<file path="src/rtl/pc_sequencer.sv">
// Program-counter sequencer: increment, relative branch, call/return with a circular RAS.
// Define PC_LUT_WRITE_EN for a writable offset LUT; otherwise the LUT is a constant ROM.
module pc_sequencer #(
  parameter int D         = 12,
  parameter int SEL_W     = 4,
  parameter int RAS_DEPTH = 4
) (
  input  logic             Clk,
  input  logic             Reset,
  input  logic             stall,
  input  logic             branch,
  input  logic             call,
  input  logic             ret,
  input  logic             immOrLUT,
  input  logic [SEL_W-1:0] pc_ctrl_input,
  input  logic             lut_wr_en,
  input  logic [SEL_W-1:0] lut_wr_addr,
  input  logic [D-1:0]     lut_wr_data,
  output logic [D-1:0]     prog_ctr,
  output logic             ras_overflow,
  output logic             ras_underflow,
  output logic             ras_empty
);

  localparam int PW    = $clog2(RAS_DEPTH);
  localparam int CW    = $clog2(RAS_DEPTH + 1);
  localparam int LUT_N = 2 ** SEL_W;
  localparam logic [D-1:0] NEG5 = ~D'(4);

  function automatic logic [D-1:0] lut_default(input logic [SEL_W-1:0] idx);
    logic [D-1:0] v;
    v = '0;
    if (idx == SEL_W'(0))      v = NEG5;
    else if (idx == SEL_W'(1)) v = D'(20);
    else if (idx == SEL_W'(2)) v = '1;
    return v;
  endfunction

  logic [D-1:0] lut_rd;

`ifdef PC_LUT_WRITE_EN
  logic [D-1:0] lut_q [LUT_N];

  // Writes proceed even while stalled; a same-cycle read sees the old entry.
  always_ff @(posedge Clk or posedge Reset) begin
    if (Reset) begin
      for (int i = 0; i < LUT_N; i++) lut_q[i] <= lut_default(SEL_W'(i));
    end else if (lut_wr_en) begin
      lut_q[lut_wr_addr] <= lut_wr_data;
    end
  end

  assign lut_rd = lut_q[pc_ctrl_input];
`else
  logic unused_lut_wr;
  assign unused_lut_wr = ^{lut_wr_en, lut_wr_addr, lut_wr_data};
  assign lut_rd = lut_default(pc_ctrl_input);
`endif

  logic [D-1:0]  pc_q, pc_d;
  logic [D-1:0]  ras_q [RAS_DEPTH];
  logic [PW-1:0] top_q, top_d;
  logic [CW-1:0] count_q, count_d;
  logic          ovf_q, ovf_d;
  logic          unf_q, unf_d;
  logic          push;
  logic [D-1:0]  pc_inc, offset, pc_tgt;
  logic          ras_full, ras_none;

  assign pc_inc   = pc_q + D'(1);
  assign offset   = immOrLUT ? lut_rd
                             : {{(D-SEL_W){pc_ctrl_input[SEL_W-1]}}, pc_ctrl_input};
  assign pc_tgt   = pc_q + offset;
  assign ras_full = (count_q == CW'(RAS_DEPTH));
  assign ras_none = (count_q == '0);

  // Priority: stall > ret > call > branch > increment.
  always_comb begin
    pc_d    = pc_q;
    top_d   = top_q;
    count_d = count_q;
    ovf_d   = ovf_q;
    unf_d   = unf_q;
    push    = 1'b0;
    if (!stall) begin
      if (ret) begin
        if (!ras_none) begin
          pc_d    = ras_q[top_q];
          top_d   = top_q - PW'(1);
          count_d = count_q - CW'(1);
        end else begin
          pc_d  = pc_inc;
          unf_d = 1'b1;
        end
      end else if (call) begin
        push  = 1'b1;
        top_d = top_q + PW'(1);
        pc_d  = pc_tgt;
        // When full the new top slot is the oldest entry, so it is overwritten.
        if (ras_full) ovf_d = 1'b1;
        else          count_d = count_q + CW'(1);
      end else if (branch) begin
        pc_d = pc_tgt;
      end else begin
        pc_d = pc_inc;
      end
    end
  end

  always_ff @(posedge Clk or posedge Reset) begin
    if (Reset) begin
      pc_q    <= '0;
      top_q   <= '0;
      count_q <= '0;
      ovf_q   <= 1'b0;
      unf_q   <= 1'b0;
      for (int i = 0; i < RAS_DEPTH; i++) ras_q[i] <= '0;
    end else begin
      pc_q    <= pc_d;
      top_q   <= top_d;
      count_q <= count_d;
      ovf_q   <= ovf_d;
      unf_q   <= unf_d;
      if (push) ras_q[top_d] <= pc_inc;
    end
  end

  assign prog_ctr      = pc_q;
  assign ras_overflow  = ovf_q;
  assign ras_underflow = unf_q;
  assign ras_empty     = ras_none;

endmodule

</file>
<file path="config.mk">
export PLATFORM = sky130hd
export DESIGN_NAME = pc_sequencer
export DESIGN_NICKNAME = d
export VERILOG_FILES = /design/src/rtl/pc_sequencer.sv
export SDC_FILE = /design/constraint.sdc
export NUM_CORES = 1
export LEC_CHECK = 0
export CORE_ASPECT_RATIO = 0.9
export CORE_MARGIN = 2
export CORE_UTILIZATION = 35
export DETAILED_ROUTE_END_ITERATION = 6
export SETUP_SLACK_MARGIN = 0.1
export SLEW_MARGIN = 20
export SYNTH_ARGS = -nofsm -noshare
export SYNTH_HDL_FRONTEND = slang
export SYNTH_SLANG_ARGS = --single-unit
export TNS_END_PERCENT = 30
</file>
<file path="constraint.sdc">
create_clock -name Clk -period 7.6 [get_ports Clk]
set_clock_uncertainty 0.2 [all_clocks]
set_input_delay 1.52 -clock Clk [delete_from_list [all_inputs] [get_ports Clk]]
set_output_delay 1.52 -clock Clk [all_outputs]
set_load 0.005 [all_outputs]
</file>
# Word level (Yosys, flattened, before mapping)
# Index checks and enable logic that the tools add are counted.
dict set report word_totals {
  regBits 67
}
dict set report op_classes {
  add_sub_neg 6
  n_lt_le_gt_ge 3
  eq_ne 5
  muxes 25
  bitwise 4
  n_reduce_logical 7
}
# op n
set op_table {}
lappend op_table {{2-to-1 mux 12 bit} 11}
lappend op_table {{bitwise mux 48 bit} 1}
lappend op_table {{binary-select mux 12 bit (select 2 bit)} 1}
lappend op_table {{demux 12 bit (select 2 bit)} 1}
lappend op_table {{adder 12 x 1 -> 12 bit, second input constant} 1}
lappend op_table {{adder 12 bit} 1}
lappend op_table {{2-to-1 mux 3 bit} 4}
lappend op_table {{2-to-1 mux 2 bit} 4}
lappend op_table {{AND reduction 4 bit} 2}
lappend op_table {{>= comparator 3 bit, second input constant} 2}
lappend op_table {{inverter 2 -> 3 bit} 2}
lappend op_table {{== test 4 x 1 -> 1 bit, second input constant} 1}
lappend op_table {{== test 4 x 2 -> 1 bit, second input constant} 1}
lappend op_table {{zero test 4 bit} 1}
lappend op_table {{!= test 2 bit, second input constant} 2}
lappend op_table {{adder 3 x 1 -> 3 bit, second input constant} 1}
lappend op_table {{== test 3 bit, second input constant} 1}
lappend op_table {{zero test 3 bit} 1}
lappend op_table {{< comparator 3 x 1 -> 1 bit, second input constant} 1}
lappend op_table {{2-to-1 mux 1 bit} 3}
lappend op_table {{AND reduction 3 bit} 1}
lappend op_table {{subtractor 3 x 1 -> 3 bit, second input constant} 1}
lappend op_table {{adder 2 x 1 -> 2 bit, second input constant} 1}
lappend op_table {{inverter 1 bit} 2}
lappend op_table {{3 further kinds} 3}

# Logic depth before layout (Yosys ltp)
# Gate-level depths: netlist of run 1.
dict set report logic_depth {
  word_depth 10
  ltp_mapped 11
  mapped_depth_nobuf 11
}

# Least setup slack after synthesis of run 1
# OpenSTA, ideal clock, no wires.
dict set report synth_path {
  path_type {input to register}
  startpoint {input pc_ctrl_input[3]}
  endpoint {register pc_q[10], in the netlist prog_ctr[10]}
  arrival_time_ps 3407
  t_required_ps 7276
  slack_ps 3869
  path_stages 11
  path_buffers 0
  path_cell_list {nor2_1 nand3_1 o21ai_0 ha_1 fa_1 a211oi_1 o211ai_1 nand2_1 o21ai_0 xor2_1 a211o_1}
}
dict set report synth_via {
  elab_chain_len 9
  word_cells_on_any_way 11
  classes_between {1 x add/sub; 2 x eq/ne; 7 x mux; 1 x reduce/logical}
}
# item line
set synth_rtl {}
lappend synth_rtl {{from (decl)} 15} ;# input logic [SEL_W-1:0] pc_ctrl_input,
lappend synth_rtl {{== test 4 x 2 -> 1 bit} 35} ;# else if (idx == SEL_W'(2)) v = '1;
lappend synth_rtl {{2-to-1 mux 12 bit} 35}
lappend synth_rtl {{2-to-1 mux 12 bit} 34} ;# else if (idx == SEL_W'(1)) v = D'(20);
lappend synth_rtl {{2-to-1 mux 12 bit} 33} ;# if (idx == SEL_W'(0)) v = NEG5;
lappend synth_rtl {{2-to-1 mux 12 bit (*)} 71} ;# assign offset = immOrLUT ? lut_rd
lappend synth_rtl {{adder 12 bit (*)} 73} ;# assign pc_tgt = pc_q + offset;
lappend synth_rtl {{2-to-1 mux 12 bit} 102} ;# end else if (branch) begin
lappend synth_rtl {{2-to-1 mux 12 bit (*)} 95} ;# end else if (call) begin
lappend synth_rtl {{2-to-1 mux 12 bit (*)} 86} ;# if (ret) begin
lappend synth_rtl {{to (signal assigned)} 119} ;# pc_q <= pc_d;
lappend synth_rtl {{to (decl)} 60} ;# logic [D-1:0] pc_q, pc_d;
# Mark *: on every way between the ends. The rest lies on a longest branch, timed or not.
# A chain may end at the register's enable or synchronous reset.

# Worst setup path in the final report of run 1
dict set report layout_path {
  startpoint {input pc_ctrl_input[0]}
  endpoint {register pc_q[10], in the netlist prog_ctr[10]}
}
# Same word-level chain as after synthesis.

==> results of run 1 <==
-- synthesized netlist by cell type (2+ instances only) --
cell type and count:
nand3_1 10, nor3_1 5, a21o_1 5, or2_2 2, inv_1 10, a211oi_1 4
a311oi_1 2, ha_1 12, a21oi_1 35, fa_1 2, nor2_1 41, nand2b_1 2
xnor2_1 13, mux4_2 12, clkbuf_1 6, a211o_1 2, buf_4 2, o21ai_1 3
dfrtp_1 67, o21ai_0 41, mux2_2 4, and3_1 5, nand2_1 49, or3_1 2
a32oi_1 3, a31oi_1 2, o22ai_1 2, a22oi_1 2, o211ai_1 4, xor2_1 11
buf_2 9
-- cell families (layout without fill, tap and decap cells) --
| group | Yosys count | in the layout | synth area share [%] |
|---|---|---|---|
| fa+ha+maj | 14 | 14 | 4.94 |
| xor+xnor | 24 | 24 | 5.45 |
| buf+inv | 32 | 56 | 4.38 |
| compound gates | 119 | 119 | 18.6 |
| simple gates | 127 | 127 | 14.6 |
| mux | 17 | 17 | 8.44 |
| flops | 67 | 67 | 43.5 |
-- path summary, 6_finish.rpt --
kind | slack, ps | cells after the start | to
max in group asynchronous | 5070 | 3 | ras_q[40]$_DFFE_PP0P_
min reg2reg | 280 | 2 | ras_q[4]$_DFFE_PP0P_
max reg2reg | 4810 | 8 | prog_ctr[10]$_DFFE_PP0N_
max | 3450 | 12 | prog_ctr[10]$_DFFE_PP0N_
min | 280 | 2 | ras_q[4]$_DFFE_PP0P_
min in group asynchronous | 1570 | 3 | ras_q[44]$_DFFE_PP0P_
-- per-stage QoR --
stage	setup slack [ps]	total power, mW	area, sq um
final	3450	1.91	4510
after global routing	3180	2.06	4510
after CTS	3460	1.93	4510
after detailed placement	3090	1.46	4180
after global placement	3130	1.44	4180
after floorplan	3870	1.24	3850
-- layout make-up --
cell class / instances / share of cell area [%]
multi-input combinational: 301 / 44.6
timing repair buffer: 29 / 6.22
clock buffer: 12 / 5.69
tap: 133 / 3.69
inverter: 11 / 1.03
sequential: 67 / 37.2
clock inverter: 4 / 1.61
-- metal layers --
layer	share of wire (%)	vias to the layer above
met4	0.64	0
met1	49	1456
li1	-	1475
met5	0	-
met3	4.6	7
met2	46	66
-- power by group --
group / leakage, nW / switching [mW] / internal (mW)
clock network: 0.159 / 0.155 / 0.305
registers: 0.815 / 0.177 / 0.528
logic: 0.944 / 0.359 / 0.389
total: 1.92 / 0.691 / 1.22
-- sequential cells by signal (all words and copies together) (netlist names) --
register and count:
ras_q 48, prog_ctr 12, count_q 3, top_q 2, ras_overflow 1, ras_underflow 1
-- critical path: stages --
cell             delay (ps)
clkdlybuf4s50_1         490
inv_1                    70
nand3_1                 100
o21ai_0                 100
ha_1                    230
fa_1                    440
a211oi_1                380
o211ai_1                160
nand2_1                 130
o21ai_0                 120
xor2_1                  150
a211o_1                 290
==> impl_results.md, run 1 <==
- Post-synthesis cell count: 400
- Post-DRT Antenna Nets: 0
- Gr ovfl total: 0
- Most frequent cells in the layout: dfrtp_1 (67), nand2_1 (49), o21ai_0 (41), nor2_1 (41), a21oi_1 (35)
- Vias in the first global route: 2,933
- Ys async rst share: 100%
- Cell Area, Synth: 3850 sq um
- Reg2reg start: prog_ctr[0]$_DFFE_PP0N_
- CTS Root Cell: clkbuf_16
- Reg clk slew, reported paths: 60 ps
- Largest net degree at the start of global routing: 68
- Met1 global-route usage: 24.3%
- Crit. End Element: flip-flop
- Via density: 5.39
- Area Overhead vs Synth: 16.9%
- Total negative slack: 0 ps
- Minimum clock period: 4150 ps
- Io pins: 43
- Area of the multi-input gates: 2010 sq um
- RSZ-0062 raised after global routing: no
- Commonest non-fill, non-tap cell in the layout: dfrtp_1
- HPWL Detailed: 6450 um
- CP required: 7620 ps
- Layout Cells excl Fill: 557
- Peak supply drop: 0.168 mV
- Max cap viols: 0
- Total wire length: 9200 um
- CTS tree: yes
- Sequential share of the synthesized area: 43.5%
- Final Cycle Share: 54.5%
- Util after Layout: 41.9%
- Met3 usage: 4.97%
- WL per Instance: 16.5 um
- Worst Hold Class: reg2reg
- Initial antenna violation count: 0
- Run status: complete, no violations
- Pins over their slew limit: 0
- Postcts setup bufs: 0
- Mapped Nets: 442
- Drt pass-1 iters: 5
- Diodes inserted: 0
- Fillcell total: 1,045
- Routing usage on met2: 24.4%
- DIE AREA: 11,900 sq um
- Initial DRC Count: 225
- Cell variety after synth: 62
- CORE AREA: 10,800 sq um
- Hold Buf Count CTS: 0
- I/O Buffers: 25
- Die X: 115 um
- GRT busiest layer: met2
- CTS sink cnt: 67
- Cts repair resizes: 0
- CTS H-tree depth: 3
- Worst Setup Start Kind: input pin
- Worst slew pin tran: 1000 ps
- Syn. warnings: 0
- Top post-synthesis cells by area: dfrtp_1 (44%), mux4_2 (7.0%), o21ai_0 (5.3%)
- Placed cell count: 541
- Worst slew margin: 33.2%
- Post-synth EDFFs: 0
- Clock Tree Buf Depth: 2
- Crit Path Max Fanout: 3
- Share of cells above drive strength 1: 10.4%
- Crit path kind: in2reg
- Static Leak: 1.92 nW
- Row cnt: 36
- DRC viols: 0
- Worst skew pair latency: 330 ps
- Initial Util: 35.8%
- Cell taking the most area after synthesis: dfrtp_1
- Final setup vio count: 0
- Final Hold Viols: 0
- Worst Setup SP: pc_ctrl_input[0]
- Worst EP arrival: 4170 ps
- Final hold slack: 279 ps
- RD Place Congestion: 0.818
- Synthesized area per cell: 9.63 sq um
- Pwr Density: 424 nW/um^2
- Vias: 3,004
- Top-area cell type share of the netlist area: 43.5%
- Die H: 104 um
- Post-synthesis register bit count: 67
- Fmax: 241 MHz
- Predominant post-synthesis flop cell: dfrtp_1
- GRT Util Overall: 16.5%
- Final net count: 461
- Wire length of the first global-routing pass: 15,300 um
- Register area: 1680 sq um
- CTS buffer count: 9
- Hold Startpoint: ras_q[4]$_DFFE_PP0P_
Power figures use the tool's default switching activity.
==> run 2, diff against run 1 <==
Clock period 7.6 ns to 4.2 ns, I/O delays scaled along.
==> run 2 against run 1 <==
Combinational power increased by 82%. Clock power increased by 69%. Clock-buffer cell count unchanged. Critical path type unchanged. First-iteration DRC count decreased by 10%. Register-to-register slack got worse by 3400 ps. Worst setup slack got worse by 2800 ps. Largest power group unchanged. Hold slack got worse by 14 ps.
==> impl_results.md, run 2 (synthesis gave the netlist of run 1 again) <==
- CTS H-tree depth: 3 (unchanged)
- Run status: complete, no violations (unchanged)
- Worst EP arrival: 3550 ps (was 4170 ps)
- Initial antenna violation count: 0 (unchanged)
- Cts repair resizes: 0 (unchanged)
- Worst skew pair latency: 330 ps (about the same)
- Minimum clock period: 3550 ps
- RD Place Congestion: 0.890 (was 0.818)
- Gr ovfl total: 0 (unchanged)
- Wire length of the first global-routing pass: 15,500 um (was 15,300 um)
- Sequential Power Share: 37.6% (was 36.9%)
- WP depth: 10 (was 12)
- Crit path kind: in2reg (unchanged)
- R2R Setup Slk: 1390 ps (was 4810 ps)
- Clock Power Share: 22.7% (was 24.0%)
- Slowest cell on crit path: clkdlybuf4s50_1 (unchanged)
- Worst slack at placement: 364 ps (was 3090 ps)
- GRT Util Overall: 16.6% (was 16.5%)
- Largest Register: ras_q (unchanged)
- Critical path buffer and inverter count: 1 (was 2)
- CP required: 4210 ps (was 7620 ps)
- I/O Buffers: 25 (unchanged)
- Vias: 3,035 (was 3,004)
- Crit Path Max Fanout: 8 (was 3)
- Final setup vio count: 0 (unchanged)
- Final Cycle Share: 84.4%
- CTS sink cnt: 67 (unchanged)
- CORE AREA: 10,800 sq um (unchanged)
- Final Hold Viols: 0 (unchanged)
- Total negative slack: 0 ps (unchanged)
- Worst slew margin: 47.8% (was 33.2%)
- Reg clk slew, reported paths: 50 ps (was 60 ps)
- Share of cells above drive strength 1: 11.7% (was 10.4%)
- Final WS setup: 655 ps (was 3450 ps)
- Worst Hold Class: reg2reg (unchanged)
- Pint: 2.17 mW (was 1.22 mW)
- Static Leak: 1.93 nW (was 1.92 nW)
- Combinational share of power: 39.8% (was 39.1%)
- Vias in the first global route: 3,042 (was 2,933)
- Sw frac: 36.5% (was 36.1%)
- CTS buffer count: 9 (unchanged)
- Largest net degree at the start of global routing: 31 (was 68)
- NetSw: 1.25 mW (was 691 uW)
- Area Overhead vs Synth: 17.4% (was 16.9%)
- Worst Setup SP: immOrLUT (was pc_ctrl_input[0])
- RSZ-0062 raised after global routing: no (unchanged)
- Io pins: 43 (unchanged)
- Post-DRT Antenna Nets: 0 (unchanged)
- Max FFs per register: 48 (unchanged)
- Clock Tree Buf Depth: 2 (unchanged)
- Pins over their slew limit: 0 (unchanged)
- Commonest non-fill, non-tap cell in the layout: dfrtp_1 (unchanged)
- Row cnt: 36 (unchanged)
- Initial DRC Count: 202 (was 225)
- Diodes inserted: 0 (unchanged)
- Total wire length: 9270 um (was 9200 um)
- Reg-to-reg critical path endpoint: prog_ctr[10]$_DFFE_PP0N_ (unchanged)
- HPWL Detailed: 6700 um (was 6450 um)
- Worst Setup Start Kind: input pin (unchanged)
- Most Frequent Cell on Critical Path: nand2_1 (was o21ai_0)
- Peak supply drop: 0.329 mV (was 0.168 mV)
- Pwr Density: 755 nW/um^2 (was 424 nW/um^2)
- CTS Root Cell: clkbuf_16 (unchanged)
- Reg2Reg Depth: 8 (unchanged)
- Fmax: 282 MHz
- Top Family by Delay on Critical Path: compound AO/OA/AOI/OAI gates (unchanged)
- Die H: 104 um (unchanged)
- Most frequent cells in the layout: dfrtp_1 (66), nand2_1 (49), o21ai_0 (41), nor2_1 (41), a21oi_1 (35) (was dfrtp_1 (67), nand2_1 (49), o21ai_0 (41), nor2_1 (41), a21oi_1 (35))
- Drt pass-1 iters: 4 (was 5)
- Reg2reg start: prog_ctr[0]$_DFFE_PP0N_ (unchanged)
- Final net count: 465 (was 461)
- CTS tree: yes (unchanged)
- WL per Instance: 16.5 um (about the same)
- DIE AREA: 11,900 sq um (unchanged)
- Die X: 115 um (unchanged)
- CP endpoint: prog_ctr[11]$_DFFE_PP0N_ (was prog_ctr[10]$_DFFE_PP0N_)
- Hold Buf Count CTS: 0 (unchanged)
- DRC viols: 0 (unchanged)
- Max cap viols: 0 (unchanged)
- Initial Util: 35.8% (unchanged)
- Worst slew pin tran: 784 ps (was 1000 ps)
- Via density: 5.41 (was 5.39)
- Worst stage delay on the critical path: 560 ps (was 490 ps)
- Postcts setup bufs: 0 (unchanged)
- Crit-path cells: clkdlybuf4s50_1, nand2b_1, nand2_1, ha_1, o211ai_1, o21ai_1, o2111ai_1, a311oi_1, o32a_1, nand2_1 (was clkdlybuf4s50_1, inv_1, nand3_1, o21ai_0, ha_1, fa_1, a211oi_1, o211ai_1, nand2_1, o21ai_0, xor2_1, a211o_1)
- Crit. End Element: flip-flop (unchanged)
-- run 2: changes by cell type in the layout (fill, tap and decap cells not counted), sizes merged --
cell / before / now
buf: 4 / 8
bufinv: 2 / 1
clkinv: 2 / 3
-- run 2: routing by layer --
metal  vias to the layer above  wire, um  share of wire [%]  global-route usage [%]
met3                        10       463                5.0                    4.39
met4                         0        95                1.0                    4.53
li1                       1480         -                  -                       -
met1                      1480      4520                 49                    24.1
met5                         -         0                  0                       0
met2                        65      4190                 45                    24.4
-- run 2: area by class of cell --
type	count	area, sq um
clock buffers	12	267
clock inverters	4	47.5
fillers	1058	6240
inverters	11	46.3
multi-input cells	301	2010
flip-flops and latches	67	1680
well taps	133	166
repair buffers	33	310
-- run 2: through the flow --
step / cell area, sq um / utilization (%) / cells / power (mW) / hold WS (ps)
after floorplan: 3850 / - / 400 / 2.24 / 245
after global placement: 4210 / 39.1 / 545 / 2.60 / 248
after detailed placement: 4210 / 39.1 / 545 / 2.65 / 256
after CTS: 4520 / 42.0 / 561 / 3.44 / 274
after global routing: 4520 / 42.0 / 561 / 3.69 / 291
final: 4520 / 42.0 / 561 / 3.42 / 265
-- run 2: worst min path at each step --
stage,cells past startpoint,end,start
floorplan,2,ras_q[0]$_DFFE_PP0P_,ras_q[0]$_DFFE_PP0P_
global placement,1,ras_underflow$_DFFE_PP0P_,ras_underflow$_DFFE_PP0P_
detailed placement,1,ras_underflow$_DFFE_PP0P_,ras_underflow$_DFFE_PP0P_
CTS,1,ras_underflow$_DFFE_PP0P_,ras_underflow$_DFFE_PP0P_
global route,1,ras_underflow$_DFFE_PP0P_,ras_underflow$_DFFE_PP0P_
finish,1,ras_underflow$_DFFE_PP0P_,ras_underflow$_DFFE_PP0P_
-- run 2: power by group through the flow --
stage          registers (mW)  logic [mW]  clock network, mW
6_report                 1.28        1.36              0.774
3_5_place_dp             1.30        1.36                  0
3_3_place_gp             1.28        1.32                  0
4_1_cts                  1.28        1.37              0.787
5_1_grt                  1.34        1.54              0.814
2_1_floorplan            1.13        1.11                  0
==> run 3, diff against run 2 <==
Clock period 4.2 ns to 3 ns, I/O delays scaled along.
==> run 3 against run 2 <==
Combinational power grew 63%. Die area unchanged. Via count grew 4.8%. Clock power grew 34%. Critical path type unchanged. Critical endpoint is now prog_ctr[10]$_DFFE_PP0N_.
==> impl_results.md, run 3 (synthesis gave the netlist of run 1 again) <==
- Run status: complete, no violations (unchanged)
- Minimum clock period: 2790 ps
- Worst stage delay on the critical path: 420 ps (was 560 ps)
- Largest Register: ras_q (unchanged)
- Commonest non-fill, non-tap cell in the layout: dfrtp_1 (unchanged)
- Peak supply drop: 0.451 mV (was 0.329 mV)
- Drt pass-1 iters: 5 (was 4)
- Initial antenna violation count: 0 (unchanged)
- Post-layout total power: 4.97 mW (was 3.42 mW)
- Sw frac: 36.1% (was 36.5%)
- Final Hold Viols: 0 (unchanged)
- Initial Util: 35.8% (unchanged)
- RD Place Congestion: 0.869 (was 0.890)
- CTS H-tree depth: 3 (unchanged)
- Die H: 104 um (unchanged)
- WL per Instance: 16.1 um (was 16.5 um)
- Diodes inserted: 0 (unchanged)
- Share of cells above drive strength 1: 20.0% (was 11.7%)
- Top Family by Delay on Critical Path: compound AO/OA/AOI/OAI gates (unchanged)
- CTS tree: yes (unchanged)
- Max FFs per register: 48 (unchanged)
- I/O Buffers: 25 (unchanged)
- Vias in the first global route: 3,006 (was 3,042)
- Die X: 115 um (unchanged)
- Row cnt: 36 (unchanged)
- CTS Root Cell: clkbuf_16 (unchanged)
- Area Overhead vs Synth: 24.9% (was 17.4%)
- Total negative slack: 0 ps (unchanged)
- Reg clk slew, reported paths: 60 ps (was 50 ps)
- GRT Util Overall: 16.8% (was 16.6%)
- Slowest cell on crit path: fa_2 (was clkdlybuf4s50_1)
- Worst Setup Start Kind: input pin (unchanged)
- Via density: 5.37 (was 5.41)
- Sequential Power Share: 34.3% (was 37.6%)
- Combinational share of power: 44.8% (was 39.8%)
- Crit path kind: in2reg (unchanged)
- NetSw: 1.80 mW (was 1.25 mW)
- Worst EP arrival: 2810 ps (was 3550 ps)
- Io pins: 43 (unchanged)
- Initial DRC Count: 216 (was 202)
- Crit. End Element: flip-flop (unchanged)
- Util after Layout: 44.7% (was 42.0%)
- Final net count: 497 (was 465)
- Most frequent cells in the layout: dfrtp_1 (67), nand2_1 (48), nor2_1 (41), buf_4 (38), o21ai_0 (37) (was dfrtp_1 (66), nand2_1 (49), o21ai_0 (41), nor2_1 (41), a21oi_1 (35))
- Worst slew pin tran: 835 ps (was 784 ps)
- CORE AREA: 10,800 sq um (unchanged)
- Max cap viols: 0 (unchanged)
- Pwr Density: 1030 nW/um^2 (was 755 nW/um^2)
- CTS buffer count: 9 (unchanged)
- Wire length of the first global-routing pass: 15,700 um (was 15,500 um)
- CP required: 3010 ps (was 4210 ps)
- Vias: 3,182 (was 3,035)
- Final setup vio count: 0 (unchanged)
- Final hold slack: 273 ps (was 265 ps)
- Critical path buffer and inverter count: 2 (was 1)
- DRC viols: 0 (unchanged)
- Worst Hold Class: reg2reg (unchanged)
- Gr ovfl total: 0 (unchanged)
- Final Cycle Share: 93.1%
- Worst slew margin: 44.4% (was 47.8%)
- Crit Path Max Fanout: 3 (was 8)
- RSZ-0062 raised after global routing: no (unchanged)
- Worst skew pair latency: 330 ps (about the same)
- Fillcell total: 1,023 (was 1,058)
- Clock Tree Buf Depth: 2 (unchanged)
- Largest net degree at the start of global routing: 40 (was 31)
- Clock Power Share: 20.9% (was 22.7%)
- Post-DRT Antenna Nets: 0 (unchanged)
- Static Leak: 2.10 nW (was 1.93 nW)
- Pint: 3.17 mW (was 2.17 mW)
- HPWL Detailed: 6960 um (was 6700 um)
- Pins over their slew limit: 0 (unchanged)
- DIE AREA: 11,900 sq um (unchanged)
- Fmax: 358 MHz
- Crit-path cells: dlygate4sd2_1, nor2_1, nand3_2, o21ai_1, ha_2, fa_2, a211oi_2, buf_4, o211ai_1, nand2_1, o21ai_2, xor2_1, a211o_1 (was clkdlybuf4s50_1, nand2b_1, nand2_1, ha_1, o211ai_1, o21ai_1, o2111ai_1, a311oi_1, o32a_1, nand2_1)
- CTS sink cnt: 67 (unchanged)
- Total wire length: 9520 um (was 9270 um)
-- run 3: cell count changes in the layout (fill, tap and decap cells not counted), sizes merged --
cell | previous run | this run
buf | 8 | 40
clkbuf | 12 | 15
clkdlybuf4s50 | 25 | 20
clkinv | 3 | 2
clkinvlp | 1 | 0
dlygate4sd2 | 0 | 3
dlymetal6s2s | 0 | 1
-- run 3: stage by stage --
stage / std cells / setup WS, ps / area (sq um)
after CTS: 593 / 25.7 / 4780
after global placement: 576 / -441 / 4470
final: 593 / 207 / 4810
after global routing: 593 / 116 / 4810
after detailed placement: 576 / -498 / 4470
after floorplan: 400 / 189 / 3850
-- run 3: layer usage --
layer	global-route usage [%]	up-vias	share of wire (%)
met5	0	-	0
met4	3.92	0	0.93
met3	4.21	11	6.4
met2	25.0	81	46
met1	24.6	1536	47
li1	-	1554	-
-- run 3: final cells by class --
type                       instances  area, sq um  area share (%)
clock buffer                      14          254            5.28
clock inverter                     2         35.0           0.728
inverter                          11         46.3           0.962
multi-input combinational        301         2060            42.9
sequential                        67         1680            34.8
tap                              133          166            3.46
timing repair buffer              65          569            11.8
-- run 3: timing repair --
item                       CTS  global route
buffers inserted             1             0
hold buffers                 0             0
pin swaps                    5             8
gates cloned                 0             0
resized for setup           13            12
setup endpoints to repair    6             7
-- run 3: power by group through the flow --
stage,Clock (mW),Sequential [mW],Combinational [mW]
final,1.04,1.71,2.22
after global routing,1.09,1.76,2.49
after CTS,1.06,1.70,2.23
after detailed placement,0,1.72,2.19
after global placement,0,1.70,2.14
after floorplan,0,1.58,1.55
-- run 3: path summary, 6_finish.rpt --
check / start / end / slack, ps / cells past startpoint
worst max-delay path: pc_ctrl_input[3] / prog_ctr[10]$_DFFE_PP0N_ / 210 / 13
worst min-delay path: ras_overflow$_DFFE_PP0P_ / ras_overflow$_DFFE_PP0P_ / 270 / 1
worst max register to register: prog_ctr[0]$_DFFE_PP0N_ / prog_ctr[10]$_DFFE_PP0N_ / 580 / 9
worst min register to register: ras_overflow$_DFFE_PP0P_ / ras_overflow$_DFFE_PP0P_ / 270 / 1
max in group asynchronous: Reset / prog_ctr[3]$_DFFE_PP0N_ / 1470 / 3
min in group asynchronous: Reset / ras_q[35]$_DFFE_PP0P_ / 490 / 2
